File: src/rtl/veririsc_pkg.sv
// veririsc_pkg
// Shared definitions for the VeriRISC datapath.
//   DATA_WIDTH : default datapath width in bits.
//   data_t     : one datapath word.
//   DATA_RESET : default reset constant for datapath registers.
package veririsc_pkg;

  localparam int DATA_WIDTH = 8;

  typedef logic [DATA_WIDTH-1:0] data_t;

  localparam data_t DATA_RESET = '0;

endpackage : veririsc_pkg

File: src/rtl/enable_register_if.sv
// enable_register_if
// Load bus of an enable_register.
//   enable : load enable, active high (master -> slave)
//   data   : value to load           (master -> slave)
//   out    : registered value        (slave -> master)
// WIDTH must match the WIDTH of the enable_register it connects to.
interface enable_register_if
  import veririsc_pkg::*;
#(
  parameter int WIDTH = DATA_WIDTH
);

  logic             enable;
  logic [WIDTH-1:0] data;
  logic [WIDTH-1:0] out;

  modport master (output enable, output data, input out);
  modport slave  (input enable, input data, output out);

endinterface : enable_register_if

File: src/rtl/enable_register.sv
// enable_register
// Loadable data register with clock enable and synchronous active-high reset.
// Basic storage element of the VeriRISC datapath (accumulator, IR, ...).
//
// Ports:
//   clk  : clock, all updates on the rising edge
//   rst  : synchronous active-high reset (wins over enable)
//   bus  : enable_register_if.slave
//            enable : load enable
//            data   : value to load
//            out    : registered value, straight from the flops
//
// Parameters:
//   WIDTH       : data width in bits (>= 1), must match the bus interface
//   RESET_VALUE : value taken by out on reset
//
// Optional checking: define ENABLE_REGISTER_XCHECK_EN to compile in
// simulation-only X/Z and reset-value assertions. The register behaves the
// same with or without the macro.
module enable_register
  import veririsc_pkg::*;
#(
  parameter int               WIDTH       = DATA_WIDTH,
  parameter logic [WIDTH-1:0] RESET_VALUE = WIDTH'(DATA_RESET)
) (
  input logic              clk,
  input logic              rst,
  enable_register_if.slave bus
);

  // Priority: reset, then load, otherwise hold. The reset branch does not
  // look at enable or data, so X on them during reset cannot leak into out.
  always_ff @(posedge clk) begin
    if (rst) begin
      bus.out <= RESET_VALUE;
    end else if (bus.enable) begin
      bus.out <= bus.data;
    end
  end

`ifdef ENABLE_REGISTER_XCHECK_EN
  // Simulation-only input sanity checks; never reach synthesis because the
  // macro is only defined for simulation builds.
  a_rst_known : assert property (@(posedge clk) !$isunknown(rst))
    else $error("%0t enable_register: rst is X/Z (rst=%b)", $time, rst);

  a_enable_known : assert property (@(posedge clk) !rst |-> !$isunknown(bus.enable))
    else $error("%0t enable_register: enable is X/Z while rst=0 (rst=%b enable=%b)",
                $time, rst, bus.enable);

  a_data_known : assert property (@(posedge clk) (!rst && bus.enable) |-> !$isunknown(bus.data))
    else $error("%0t enable_register: data is X/Z on a load (enable=%b data=%h)",
                $time, bus.enable, bus.data);

  a_reset_value : assert property (@(posedge clk) rst |=> (bus.out == RESET_VALUE))
    else $error("%0t enable_register: out=%h after reset, expected %h",
                $time, bus.out, RESET_VALUE);
`endif

endmodule : enable_register

File: src/flat_wrapper.sv
// flat-port wrapper written by rule: the top's interface ports become plain ports
module enable_register_flat import veririsc_pkg::*;
#(
  parameter int               WIDTH       = DATA_WIDTH,
  parameter logic [WIDTH-1:0] RESET_VALUE = WIDTH'(DATA_RESET)
)
  (clk, rst, bus_enable, bus_data, bus_out);
  enable_register_if #(.WIDTH(WIDTH)) bus_i ();
  input logic clk;
  input logic rst;
  input wire logic [$bits(bus_i.enable)-1:0] bus_enable;
  input wire logic [$bits(bus_i.data)-1:0] bus_data;
  output wire logic [$bits(bus_i.out)-1:0] bus_out;
  assign bus_i.enable = bus_enable;
  assign bus_i.data = bus_data;
  assign bus_out = bus_i.out;
  enable_register #(.WIDTH(WIDTH), .RESET_VALUE(RESET_VALUE)) u_core (.clk(clk), .rst(rst), .bus(bus_i));
endmodule
File: config.mk
export PLATFORM = sky130hd
export DESIGN_NAME = enable_register_flat
export DESIGN_NICKNAME = d
export VERILOG_FILES = /design/src/rtl/veririsc_pkg.sv /design/src/rtl/enable_register_if.sv /design/src/rtl/enable_register.sv /design/src/flat_wrapper.sv
export SDC_FILE = /design/constraint.sdc
export NUM_CORES = 1
export LEC_CHECK = 0
export ABC_AREA = 1
export CAP_MARGIN = 20
export CORE_AREA = 5 5 42 44
export DETAILED_ROUTE_END_ITERATION = 16
export DIE_AREA = 0 0 47 49
export GPL_TIMING_DRIVEN = 0
export PLACE_DENSITY_LB_ADDON = 0.15
export SETUP_SLACK_MARGIN = 0.1
export SLEW_MARGIN = 5
export SYNTH_ARGS = -nofsm -noshare
export SYNTH_HDL_FRONTEND = slang
export SYNTH_SLANG_ARGS = --single-unit
File: constraint.sdc
create_clock -name clk -period 2.27 [get_ports clk]
set_input_delay 0.681 -clock clk [delete_from_list [all_inputs] [get_ports clk]]
set_output_delay 0.681 -clock clk [all_outputs]
set_load 0.05 [all_outputs]
==> Word-level counts from Yosys, hierarchy flattened <==
Index checks and enable logic that the tools add are counted.
Widths: inputs -> output; s select.
{ "totals": {"ff_bits": 8, "in_bits": 11, "output_inout_bits": 8, "word_cells": 1} }

==> Logic depth before layout (Yosys ltp) <==
{ "depth": {"word_depth": 0, "ltp_mapped": 5, "depth_no_buf": 4} }

==> Worst setup path before layout <==
OpenSTA, ideal clock, no wires.
{ "synth_timing": {"path_type": "flip-flop to output port", "startpoint": "reg u_core.bus.out[0]", "endpoint": "out bus_out[0]", "arrival_time_ns": 0.603, "t_required_ns": 1.589, "setup_slack_ns": 0.986, "path_stages_with_launch": 1, "n_path_buf": 0, "path_cell_list": "dfxtp_1"} }
{ "synth_rtl": {"columns": ["item", "line", "source"], "rows": [
  ["start: declaration", "enable_register_if.sv:18", "modport slave (input enable, input data, output out);"],
  ["start signal: assignment", "enable_register.sv:37", "bus.out <= bus.data;"],
  ["end: declaration", "flat_wrapper.sv:13", "output wire logic [$bits(bus_i.out)-1:0] bus_out;"]
]} }
No word-level cell between the ends.

==> Worst setup path after layout <==
{ "layout_timing": {"startpoint": "reg u_core.bus.out[2]", "endpoint": "out bus_out[2]"} }
No word-level cell between the ends.

==> impl_table.tex <==
\begin{tabular}{lr}
\hline
Metric & Value \\
\hline
\multicolumn{2}{l}{\textbf{Run status}} \\
\quad Run status & finished, final reports clean \\
\multicolumn{2}{l}{\textbf{Clock network}} \\
\quad Number of levels in the clock H-tree & 1 \\
\quad Count of instances resized after the clock tree is built & 0 \\
\quad CTS Hold Buffers Added & 0 \\
\quad Clk Tree Root Cell & sky130\_fd\_sc\_hd\_\_clkbuf\_4 \\
\quad Number of sinks on the clock net & 8 \\
\quad Buffer depth of the longest clock path & 2 \\
\quad Clock-pin slew on the worst setup and hold paths & 0.05 ns \\
\quad TritonCTS clock tree & done \\
\quad Number of buffers inserted during clock tree synthesis & 3 \\
\quad Source-to-sink clock delay at the later pin of the worst-skew pair & 0.24 ns \\
\quad Setup fix buffers added after clock tree synthesis & 0 \\
\multicolumn{2}{l}{\textbf{STA}} \\
\quad Upper clock frequency limit & 0.484 GHz \\
\quad Normalized max-slew margin & 66.9\% \\
\quad Final worst-path setup slack & 0.204 ns \\
\quad Period minus WS final & 2.07 ns \\
\quad Number of failing setup endpoints in the final timing report & 0 \\
\quad Portion of the clock cycle consumed by the worst path in the final layout & 91.0\% \\
\quad Number of pins with negative max-slew slack in the final report & 0 \\
\quad Setup repair after global routing missed its margin & no \\
\quad Worst-Margin Slew & 0.495 ns \\
\quad Final worst clock skew & 0 ns \\
\quad Final hold vios & 0 \\
\quad Final setup TNS & 0 ns \\
\multicolumn{2}{l}{\textbf{Final layout}} \\
\quad Fraction of layout instances using a drive strength above 1 & 9.86\% \\
\quad Max FFs per register & 8 \\
\quad Largest registers & u\_core.bus.out: 8 flops \\
\quad Largest reg by FF count & u\_core.bus.out \\
\quad Net count reported at finish & 84 \\
\quad Area delta synth->final & 62.3\% \\
\quad Sequential Area & 160 um\^{}2 \\
\quad Fin cells & 87 \\
\quad Multi-input gate area & 125 um\^{}2 \\
\quad Most frequent cells in the layout & sky130\_fd\_sc\_hd\_\_clkdlybuf4s50\_1, sky130\_fd\_sc\_hd\_\_nor2\_1, sky130\_fd\_sc\_hd\_\_nand2\_1 \\
\quad Filler cell count in the final layout & 172 \\
\quad Count of inserted antenna diode cells & 0 \\
\quad Most frequent standard cell in the layout excluding fill and tap cells & sky130\_fd\_sc\_hd\_\_clkdlybuf4s50\_1 \\
\multicolumn{2}{l}{\textbf{Floorplanning}} \\
\quad Ports & 19 \\
\quad Effective utilization at floorplan & 24.4\% \\
\quad Std cell rows & 14 \\
\quad Core ar. & 1400 um\^{}2 \\
\quad Floorplan die area & 2300 um\^{}2 \\
\quad Y dimension of the die & 49 um \\
\quad Die width & 47 um \\
\multicolumn{2}{l}{\textbf{GRT}} \\
\quad Antenna violations before repair & 0 \\
\quad Global-route wire length before repair & 1120 um \\
\quad Maximum number of pins on one net before global-route repair & 11 \\
\quad Global-route usage over all layers & 7.06\% \\
\quad Overflow left after global routing & 0 \\
\quad Vias in the first global route & 291 \\
\multicolumn{2}{l}{\textbf{Place}} \\
\quad Cell Count Post-Placement & 84 \\
\quad Worst slack at placement & 0.458 ns \\
\quad Port bufs & 17 \\
\quad Hpwl dp & 552 um \\
\quad GP Congestion & 0.592 \\
\multicolumn{2}{l}{\textbf{Pwr}} \\
\quad Sw Share & 29.4\% \\
\quad Combinational cell fraction of total power & 27.2\% \\
\quad Net switching power figure & 0.000105 W \\
\quad Sequential share of power & 43.5\% \\
\quad Worst vdd ir & 0.249 mV \\
\quad Part of the total power dissipated in the clock network & 29.3\% \\
\quad Static Leak & 0.279 nW \\
\quad Power density over cell area & 644 nW/um\^{}2 \\
\quad Internal Dissipation & 0.000252 W \\
\multicolumn{2}{l}{\textbf{Worst setup path}} \\
\quad Class of the most critical setup path & flop to output pin \\
\quad Launching element type of the critical path & flop \\
\quad Arrival time reported for the critical path endpoint & 1.38 ns \\
\quad Slowest stage cell, crit path & sky130\_fd\_sc\_hd\_\_clkdlybuf4s50\_1 \\
\quad Stage delay of the slowest cell on the critical path & 0.81 ns \\
\quad Critical path buffer and inverter count & 1 \\
\quad Sort of element at the end of the critical path & output pin \\
\quad Critical-path cell list & clkdlybuf4s50\_1 \\
\quad Top Family by Delay on Critical Path & buffers and inverters \\
\quad Data required, critical path & 1.59 ns \\
\quad Worst-path maximum fanout & 2 \\
\multicolumn{2}{l}{\textbf{Synth}} \\
\quad Synthesized cell area & 342 um\^{}2 \\
\quad Total of flip-flops plus latches after synthesis & 8 \\
\quad Syn avg cell area & 6.70 um\^{}2 \\
\quad Post-Synthesis Net Count & 62 \\
\quad Yosys warns & 0 \\
\quad Distinct cell type count after synthesis & 7 \\
\quad Cell count after synthesis & 51 \\
\quad Sequential element share of the synthesized area & 46.9\% \\
\multicolumn{2}{l}{\textbf{Routing}} \\
\quad DRC violations left & 0 \\
\quad Count of vias placed by the detailed router & 336 \\
\quad Average wire per standard cell & 8.24 um \\
\quad Count of routing violations after the opening detailed-route iteration & 0 \\
\quad Wire length reported by the detailed router & 717 um \\
\quad Antenna violation net count after detailed routing & 0 \\
\quad Pre-Repair DR Iteration Count & 1 \\
\quad Mean number of vias per cell & 3.86 \\
\multicolumn{2}{l}{\textbf{Min path}} \\
\quad Worst min path class & flop to flop \\
\multicolumn{2}{l}{\textbf{Run}} \\
\quad Total of max-cap violations & 0 \\
\hline
\end{tabular}
## power groups by stage
stage               Combinational, W  Sequential (W)  Clock, W
floorplan                  0.0000256        0.000192         0
global placement           0.0000978        0.000158         0
detailed placement         0.0000982        0.000158         0
CTS                        0.0000985        0.000155  0.000110
global route                0.000103        0.000157  0.000120
finish                     0.0000969        0.000155  0.000105
## layer usage
metal | vias to the layer above | GRT usage (%) | routed length, um | part of all wire (%)
met5 | - | 0 | 0 | 0
met4 | 0 | 8.29 | 23 | 3.2
met3 | 2 | 2.21 | 52 | 7.3
met2 | 10 | 10.2 | 340 | 47
met1 | 142 | 6.86 | 300 | 42
li1 | 182 | - | - | -
## Yosys cell counts (all sizes together)
cell type / n / area [um^2]
inv: 9 / 33.8
nor2: 16 / 62.6
dfxtp: 8 / 160
buf: 2 / 22.5
nand2: 16 / 62.6
## per-stage QoR
stage                     hold slack [ns]  utilization [%]  total power [W]  cell area [um^2]
after floorplan                     0.689                -         0.000218               342
after global placement              0.460             37.9         0.000256               532
after detailed placement            0.465             37.9         0.000257               532
after CTS                           0.472             39.6         0.000363               554
after global routing                0.491             39.6         0.000380               554
final                               0.469             39.6         0.000357               554
## area by class of cell
| cell class | count | area share (%) |
|---|---|---|
| flip-flops and latches | 8 | 28.9 |
| repair buffers | 17 | 30.7 |
| multi-input cells | 32 | 22.6 |
| inverters | 9 | 6.09 |
| well taps | 16 | 3.61 |
| clock buffers | 3 | 4.06 |
| plain buffers | 2 | 4.06 |
## kinds of logic (layout without fill, tap and decap cells)
logic type    Yosys count  after routing  share of synthesized area (%)
flops                   8              8                           46.9
buf+inv                11             31                           16.5
simple gates           32             32                           36.6
## final timing paths
check	from	end	slack [ns]	cells after the start
hold reg to reg	u_core.bus.out[1]	u_core.bus.out[1]	0.47	2
hold / removal	u_core.bus.out[1]	u_core.bus.out[1]	0.47	2
setup / recovery	u_core.bus.out[2]	bus_out[2]	0.20	1
setup reg to reg	u_core.bus.out[4]	u_core.bus.out[4]	1.70	2
## worst min-delay path, stage by stage, from the launching register on
cell and delay, ns:
sky130_fd_sc_hd__dfxtp_1 0.30, sky130_fd_sc_hd__nor2_1 0.08, sky130_fd_sc_hd__nor2_1 0.05
Power figures use the tool's default switching activity.
